**src/rtl/pipe_ctrl_regs.sv**
```systemverilog
// ---------------------------------------------------------------------------
// pipe_ctrl_regs
// Pipeline control-register chain D -> E -> M -> WB for the 5-stage core.
// Sits at the consumer end of the hazard unit: it applies the stall/flush
// commands to the stage registers and feeds back the register keys,
// write-enables and load flag that the hazard unit inspects. Also keeps a
// sticky protocol-error flag and stall/flush/retire performance counters.
//
// Ports
//   clk, rst                 clock, synchronous active-high reset
//   f_in_*                   instruction tuple presented at the F/D boundary
//   hu_in_*                  hazard-unit stall/flush commands
//   pcr_out_fetch_en         combinational inverse of hu_in_stall_f_en
//   d_out_*, e_out_*         D/E stage keys (ungated) and E load flag
//   m_out_*, wb_out_*        M/WB destination keys and valid-gated write enables
//   pcr_out_proto_err        sticky illegal stall/flush combination flag
//   pcr_out_*_cnt            wrapping stall / flush / retire counters
// ---------------------------------------------------------------------------
module pipe_ctrl_regs #(
  parameter int unsigned KEY_W = 5,
  parameter int unsigned CNT_W = 32
) (
  input  logic             clk,
  input  logic             rst,
  input  logic             f_in_valid,
  input  logic [KEY_W-1:0] f_in_r1_key,
  input  logic [KEY_W-1:0] f_in_r2_key,
  input  logic [KEY_W-1:0] f_in_rd_key,
  input  logic             f_in_rd_we,
  input  logic             f_in_is_load,
  input  logic             hu_in_stall_f_en,
  input  logic             hu_in_stall_d_en,
  input  logic             hu_in_flush_e_en,
  input  logic             hu_in_flush_d_en,
  output logic             pcr_out_fetch_en,
  output logic [KEY_W-1:0] d_out_r1_key,
  output logic [KEY_W-1:0] d_out_r2_key,
  output logic [KEY_W-1:0] e_out_r1_key,
  output logic [KEY_W-1:0] e_out_r2_key,
  output logic [KEY_W-1:0] e_out_rd_key,
  output logic             e_out_rd_is_load_en,
  output logic [KEY_W-1:0] m_out_rd_key,
  output logic             m_out_rd_we,
  output logic [KEY_W-1:0] wb_out_rd_key,
  output logic             wb_out_rd_we,
  output logic             pcr_out_proto_err,
  output logic [CNT_W-1:0] pcr_out_stall_cnt,
  output logic [CNT_W-1:0] pcr_out_flush_cnt,
  output logic [CNT_W-1:0] pcr_out_retire_cnt
);

  // Full tuple carried by the D and E stages.
  typedef struct packed {
    logic             valid;
    logic [KEY_W-1:0] r1;
    logic [KEY_W-1:0] r2;
    logic [KEY_W-1:0] rd;
    logic             rd_we;
    logic             is_load;
  } stage_t;

  // Past E only the destination side is ever observed, so M and WB keep just that.
  typedef struct packed {
    logic             valid;
    logic [KEY_W-1:0] rd;
    logic             rd_we;
  } dst_t;

  stage_t d_q, e_q;
  dst_t   m_q, wb_q;
  stage_t d_nxt, e_nxt, f_tuple;
  dst_t   m_nxt;

  logic             proto_err_q;
  logic             illegal_c;
  logic [CNT_W-1:0] stall_cnt_q, flush_cnt_q, retire_cnt_q;

  // Fetch enable is the only combinational output.
  assign pcr_out_fetch_en = ~hu_in_stall_f_en;

  // Incoming tuple; invalid instructions become bubbles and x0 never gets a write-enable.
  always_comb begin
    f_tuple = '0;
    if (f_in_valid) begin
      f_tuple.valid   = 1'b1;
      f_tuple.r1      = f_in_r1_key;
      f_tuple.r2      = f_in_r2_key;
      f_tuple.rd      = f_in_rd_key;
      f_tuple.rd_we   = f_in_rd_we & (f_in_rd_key != '0);
      f_tuple.is_load = f_in_is_load;
    end
  end

  // Next-state for the stage registers; flush outranks stall in D.
  always_comb begin
    d_nxt = f_tuple;
    if (hu_in_flush_d_en) begin
      d_nxt = '0;
    end else if (hu_in_stall_d_en) begin
      d_nxt = d_q;
    end

    e_nxt = d_q;
    if (hu_in_flush_e_en) begin
      e_nxt = '0;
    end

    m_nxt       = '0;
    m_nxt.valid = e_q.valid;
    m_nxt.rd    = e_q.rd;
    m_nxt.rd_we = e_q.rd_we;
  end

  // Stall/flush combinations the hazard unit must never issue.
  always_comb begin
    illegal_c = (hu_in_stall_d_en & ~hu_in_stall_f_en) |
                (hu_in_stall_f_en & ~hu_in_stall_d_en) |
                (hu_in_stall_d_en & ~hu_in_flush_e_en) |
                (hu_in_flush_d_en & ~hu_in_flush_e_en);
  end

  // Stage registers.
  always_ff @(posedge clk) begin
    if (rst) begin
      d_q  <= '0;
      e_q  <= '0;
      m_q  <= '0;
      wb_q <= '0;
    end else begin
      d_q  <= d_nxt;
      e_q  <= e_nxt;
      m_q  <= m_nxt;
      wb_q <= m_q;
    end
  end

  // Sticky protocol error and wrapping performance counters.
  always_ff @(posedge clk) begin
    if (rst) begin
      proto_err_q  <= 1'b0;
      stall_cnt_q  <= '0;
      flush_cnt_q  <= '0;
      retire_cnt_q <= '0;
    end else begin
      proto_err_q  <= proto_err_q | illegal_c;
      stall_cnt_q  <= stall_cnt_q + CNT_W'(hu_in_stall_d_en);
      flush_cnt_q  <= flush_cnt_q + CNT_W'(hu_in_flush_d_en);
      retire_cnt_q <= retire_cnt_q + CNT_W'(wb_q.valid);
    end
  end

  // Keys pass through ungated; enables are qualified by the stage valid bit.
  assign d_out_r1_key        = d_q.r1;
  assign d_out_r2_key        = d_q.r2;
  assign e_out_r1_key        = e_q.r1;
  assign e_out_r2_key        = e_q.r2;
  assign e_out_rd_key        = e_q.rd;
  assign e_out_rd_is_load_en = e_q.valid & e_q.is_load;
  assign m_out_rd_key        = m_q.rd;
  assign m_out_rd_we         = m_q.valid & m_q.rd_we;
  assign wb_out_rd_key       = wb_q.rd;
  assign wb_out_rd_we        = wb_q.valid & wb_q.rd_we;
  assign pcr_out_proto_err   = proto_err_q;
  assign pcr_out_stall_cnt   = stall_cnt_q;
  assign pcr_out_flush_cnt   = flush_cnt_q;
  assign pcr_out_retire_cnt  = retire_cnt_q;

endmodule
```
**config.mk**
```make
export PLATFORM = sky130hd
export DESIGN_NAME = pipe_ctrl_regs
export DESIGN_NICKNAME = d
export VERILOG_FILES = /design/src/rtl/pipe_ctrl_regs.sv
export SDC_FILE = /design/constraint.sdc
export NUM_CORES = 1
export LEC_CHECK = 0
export ABC_AREA = 1
export CORE_MARGIN = 2
export CORE_UTILIZATION = 51
export DETAILED_ROUTE_END_ITERATION = 8
export PLACE_DENSITY_LB_ADDON = 0.08
export SYNTH_ARGS = -nofsm -noshare
export SYNTH_HDL_FRONTEND = slang
export SYNTH_SLANG_ARGS = --single-unit
```
**constraint.sdc**
```tcl
create_clock -name clk -period 2.1 [get_ports clk]
set_input_delay 0.315 -clock clk [delete_from_list [all_inputs] [get_ports clk]]
set_output_delay 0.315 -clock clk [all_outputs]
set_load 0.01 [all_outputs]
```
==> results of run 1 <==
[kinds of logic after synthesis]
group           Yosys count
compound gates           95
xor+xnor                 11
simple gates            584
fa+ha+maj                 7
flops                   147
buf+inv                 147
[power breakdown]
part / internal [uW] / switching [uW]
logic: 108 / 122
registers: 2810 / 13.1
clock network: 1700 / 1290
total: 4620 / 1430
[flip-flops by register name (all words and copies together) (netlist names)]
register / cells
wb_q: 2
pcr_out_retire_cnt: 32
wb_out_rd_key: 5
d_q: 8
pcr_out_proto_err: 1
d_out_r2_key: 5
pcr_out_stall_cnt: 32
m_q: 2
m_out_rd_key: 5
pcr_out_flush_cnt: 32
e_q: 3
e_out_rd_key: 5
e_out_r2_key: 5
e_out_r1_key: 5
d_out_r1_key: 5
[cell type report]
class	count	area, sq um
clock inverters	14	145
inverters	94	353
flip-flops and latches	147	2940
well taps	176	220
multi-input cells	697	3120
clock buffers	18	439
repair buffers	166	1640
fillers	1182	4220
[routing by layer]
metal	wire, um	global-route usage	vias up
li1	-	-	3304
met2	7750	0.398	181
met5	0	0	-
met1	7140	0.283	2882
met3	1060	0.0757	18
met4	177	0.0699	0
[cell usage in the layout, fill, tap and decap left out, types with 3 or more instances in the layout]
master           synthesis  routed
a21oi_1                 76      76
and2_1                   4       4
buf_4                   35       7
clkbuf_16                0      17
clkdlybuf4s50_1          0     158
clkinv_4                 0       3
dfxtp_1                147     147
ha_1                     7       7
inv_1                   93      92
inv_6                    0       4
inv_8                    0       3
nand2_1                249     249
nand2_2                  6       6
nand3_1                 45      45
nor2_1                 239     239
nor2_2                  11      11
nor2_4                   8       8
nor3_1                   6       6
nor3b_1                  3       3
o21a_1                   4       4
o21ai_0                 13      13
or2_2                    3       3
xnor2_1                  3       3
xor2_1                   8       8
[per-stage QoR]
| step | util | instances | area [sq um] | setup WS (ns) |
|---|---|---|---|---|
| final | 0.677 | 1312 | 8860 | 0.304 |
| after global routing | 0.677 | 1312 | 8860 | 0.239 |
| after CTS | 0.677 | 1312 | 8860 | 0.294 |
| after detailed placement | 0.633 | 1280 | 8280 | 0.00968 |
| after global placement | 0.633 | 1280 | 8280 | 0.0527 |
| after floorplan | - | 991 | 6760 | 0.562 |
[worst paths after layout]
| path | startpoint | endpoint | slack [ns] | depth (start not counted) |
|---|---|---|---|---|
| worst min-delay path | rst | pcr_out_stall_cnt[1] | 0.24 | 2 |
| worst max register to register | pcr_out_stall_cnt[0] | pcr_out_stall_cnt[22] | 0.44 | 9 |
| worst min register to register | e_q[1] | m_q[0] | 0.40 | 2 |
| worst max-delay path | pcr_out_flush_cnt[13] | pcr_out_flush_cnt[13] | 0.30 | 1 |
==> impl_results.md, run 1 <==
* CTS tree: built
* Max-cap viol count at 0
* CTS buffer count at 17
* Hold WS at 0.238 ns
* Synth Area in Compound Gates at 0.0722
* Maximum vdd drop at 0.615 mV
* CP bufs+invs at 1
* Total grt overflow at 0
* Cells after Synth at 991
* Clk slew on worst S/H paths at 0.06 ns
* Slew HR at 0.688
* Clock Path Buffers at 2
* Core ar. at 13100 sq um
* Setup Fix Bufs, Post-CTS at 0
* Vias at 6385
* Simple-gate share of the synthesized area at 0.363
* Fin Setup TNS at 0 ns
* Worst EP required at 1.78 ns
* Cell area after synthesis at 6760 sq um
* Delay-heaviest family, CP: buffers and inverters
* FP Rows at 42
* Post-synth top area share at 0.436
* Count leader, synth: nand2_1
* Total power at 6040 uW
* Critical Path Sink Type: primary output
* Total track usage at 0.234
* CP max stage cell: clkdlybuf4s50_1
* Number of hold violations in the final report at 0
* Synth-to-Final Area Change at 31.2%
* Syn Area/Cell at 6.82 sq um
* Worst Clk Skew at 0.00635 ns
* Hold Crit Class: input port to flop
* Clk_lat worst skew at 0.42 ns
* Post-synth EDFFs at 0
* Synth unique cells at 31
* Main synth FF type: dfxtp_1
* Worst Tran Pin Value at 0.468 ns
* Synth Register Bits at 147
* Initial Util at 0.516
* Max Freq at 557 MHz
* Final Max Slew Viols at 0
* Top cell type by total area after synthesis: dfxtp_1
* Ranking of synthesized cells by area: dfxtp_1, nand2_1, nor2_1, a21oi_1, inv_1
* CP Data Arrival Time at 1.48 ns
* Antenna-violating nets left at 0
* Static Leakage at 0.00319 uW
* Initial antenna violation count at 0
* Fin crit share at 0.855
* Post-synthesis mux area share at 0
* Die area at 14200 sq um
* Worst setup SP type: flop
* RSZ-0062 raised after global routing: false
* Clock sink count at 147
* Power density cells at 682 nW/um^2
* Post-Synth Adder-Cell Area at 0.0130
* Ports at 160
* Post-CTS sizing at 0
* Drt initial violations at 356
* Ys Warns at 0
* First-pass GRT wire length at 27.1 mm
* H-tree depth at 4
* Min cycle time layout at 1.80 ns
* DR pass1 iterations at 5
* Clock Tree Root: clkbuf_16
* DR WL/cell at 12.3 um
* Largest family of logic cells by synthesized area: simple AND/OR/NAND/NOR gates
* Routed WL at 16.1 mm
* Diodes inserted at 0
* Post-CTS Hold Fix Bufs at 0
* # setup viols final at 0
* Vias in the first global route at 5968
* Syn Nets at 1022
* Largest net degree at the start of global routing at 44
* Gpl congestion at 0.900
* Share of cells above drive strength 1 at 0.0643
* Synth Area in XOR/XNOR at 0.0143
* Async set-reset flop share out of synthesis at 0
* Outcome: finished, final reports clean
* Crit path largest cell delay at 0.60 ns
* Vias/cell at 4.87
* Crit-path cells: clkdlybuf4s50_1
* # DRC at 0
* Die Ht at 119 um
* CP Max Fanout at 5
* Die Width at 119 um
* Hpwl dp at 11.7 mm
* List of most frequent post-synthesis cells: nand2_1, nor2_1, dfxtp_1, inv_1, a21oi_1
* Post-synthesis sequential area ratio at 0.436
* Layout net count at 1154
* # port buffers at 159
* Setup CP Type: flop to primary output
No activity file was read; power rests on OpenSTA's default activity.
==> run 2: changes to the inputs <==
--- a/config.mk
+++ b/config.mk
@@ -10,6 +10,7 @@
 export CORE_UTILIZATION = 51
 export DETAILED_ROUTE_END_ITERATION = 8
 export PLACE_DENSITY_LB_ADDON = 0.08
+export RECOVER_POWER = 100
 export SYNTH_ARGS = -nofsm -noshare
 export SYNTH_HDL_FRONTEND = slang
 export SYNTH_SLANG_ARGS = --single-unit
==> run 2 against run 1 <==
Register-to-register slack worse by 0.14 ns. Clock skew is essentially flat. Sequential cell count unchanged. Global-route usage unchanged. Fmax shrank 2.4%.
==> impl_results.md, run 2 (synthesis gave the netlist of run 1 again) <==
* First-pass GRT wire length at 27.1 mm (unchanged)
* Worst EP required at 1.78 ns (about the same)
* Delay-heaviest family, CP: buffers and inverters
* Max Freq at 544 MHz (-2.4%)
* CP Data Arrival Time at 1.52 ns (+0.04 ns)
* Worst setup SP type: flop
* Maximum vdd drop at 0.616 mV (+0.10%)
* Post-layout util at 0.670 (-0.00689)
* Largest net degree at the start of global routing at 44 (unchanged)
* Core ar. at 13100 sq um (unchanged)
* Critical Path Sink Type: primary output
* Slew HR at 0.318 (-0.370)
* Pre-CTS setup slack at 0.00968 ns (unchanged)
* CTS tree: built
* Vias in the first global route at 5968 (unchanged)
* Post-CTS Hold Fix Bufs at 0 (unchanged)
* Total track usage at 0.234 (unchanged)
* Multi-input logic area at 3040 sq um (-2.6%)
* Initial Util at 0.516 (unchanged)
* FP Rows at 42 (unchanged)
* CP Max Fanout at 6 (+1)
* Die area at 14200 sq um (unchanged)
* Post-CTS sizing at 0 (unchanged)
* Most frequent cells in the layout: nand2_1, nor2_1, dfxtp_1, dlygate4sd3_1, inv_1
* DR pass1 iterations at 5 (unchanged)
* Ports at 160 (unchanged)
* Gpl congestion at 0.900 (unchanged)
* Fillers at 1196 (+1.2%)
* DR WL/cell at 12.3 um (-0.11%)
* Crit-path cells: dlygate4sd3_1
* Gate power share at 0.037 (about the same)
* Drt initial violations at 346 (-2.8%)
* Layout net count at 1154 (unchanged)
* Switching Share at 0.237 (+0.000939)
* CP bufs+invs at 1 (unchanged)
* Setup CP Type: flop to primary output
* Diodes inserted at 0 (unchanged)
* Final Worst Setup Slack at 0.261 ns (-0.0437 ns)
* Crit path largest cell delay at 0.64 ns (+0.04 ns)
* Clock Tree Root: clkbuf_16
* Sequential Power Share at 0.467 (about the same)
* Fin Setup TNS at 0 ns (unchanged)
* Share of cells above drive strength 1 at 0.0440 (-0.0202)
* # DRC at 0 (unchanged)
* Worst Tran Pin Value at 1.02 ns (+0.555 ns)
* Clk slew on worst S/H paths at 0.06 ns (about the same)
* Synth-to-Final Area Change at 29.9%
* Clk pwr share at 0.497 (+0.002)
* Worst Clk Skew at 0.00654 ns (+0.000189 ns)
* CP max stage cell: dlygate4sd3_1
* Number of hold violations in the final report at 0 (unchanged)
* Static Leakage at 0.00361 uW (+13%)
* Fin crit share at 0.876 (+0.0208)
* Routed WL at 16.1 mm (-0.11%)
* Vias/cell at 4.84 (-0.49%)
* Clk_lat worst skew at 0.42 ns (about the same)
* Outcome: finished, final reports clean
* H-tree depth at 4 (unchanged)
* CTS buffer count at 17 (unchanged)
* Die Width at 119 um (unchanged)
* Internal cell power at 4610 uW (-0.18%)
* Vias at 6354 (-0.49%)
* Commonest non-fill, non-tap cell in the layout: nand2_1
* RSZ-0062 raised after global routing: false
* Setup Fix Bufs, Post-CTS at 0 (unchanged)
* Final Max Slew Viols at 0 (unchanged)
* Net Sw Power at 1430 uW (+0.34%)
* # setup viols final at 0 (unchanged)
* Total grt overflow at 0 (unchanged)
* Antenna-violating nets left at 0 (unchanged)
* Max-cap viol count at 0 (unchanged)
* Hold Crit Class: input port to flop
* Hpwl dp at 11.7 mm (unchanged)
* Die Ht at 119 um (unchanged)
* Initial antenna violation count at 0 (unchanged)
* Register area at 2940 sq um (unchanged)
* Clock Path Buffers at 2 (unchanged)
* Clock sink count at 147 (unchanged)
* Min cycle time layout at 1.84 ns (+0.0437 ns)
* # port buffers at 159 (unchanged)
* Power density cells at 689 nW/um^2 (+0.97%)
-- run 2: worst paths after layout --
| kind | startpoint | depth (start not counted) | to | slack (ns) |
|---|---|---|---|---|
| worst max-delay path | pcr_out_stall_cnt[15] | 1 | pcr_out_stall_cnt[15] | 0.26 |
| worst min-delay path | rst | 2 | pcr_out_stall_cnt[1] | 0.37 |
| worst max register to register | wb_q[6] | 7 | pcr_out_retire_cnt[11] | 0.30 |
| worst min register to register | e_q[1] | 2 | m_q[0] | 0.40 |
-- run 2: layout make-up --
cell class,instances,share of cell area
flip-flops and latches,147,0.335
inverters,94,0.0402
well taps,176,0.0251
multi-input cells,697,0.347
clock inverters,14,0.0165
repair buffers,166,0.186
clock buffers,18,0.0501
-- run 2: metal layers --
| metal | global-route usage | vias to the layer above | part of all wire |
|---|---|---|---|
| met4 | 0.0699 | 0 | 0.014 |
| met1 | 0.283 | 2867 | 0.45 |
| met3 | 0.0757 | 21 | 0.061 |
| li1 | - | 3306 | - |
| met2 | 0.398 | 160 | 0.48 |
| met5 | 0 | - | 0 |
-- run 2: power groups by stage --
stage	Sequential [uW]	Combinational, uW	Clock [uW]
6_report	2820	221	3000
5_1_grt	2820	249	3180
4_1_cts	2820	233	3040
3_5_place_dp	2880	231	0
3_3_place_gp	2880	227	0
2_1_floorplan	2890	123	0
-- run 2: metrics by stage --
step	cells	area, sq um	hold slack [ns]	total power (uW)
after floorplan	991	6760	0.388	3010
after global placement	1280	8280	0.390	3110
after detailed placement	1280	8280	0.396	3110
after CTS	1312	8860	0.231	6100
after global routing	1312	8770	0.389	6250
final	1312	8770	0.369	6040
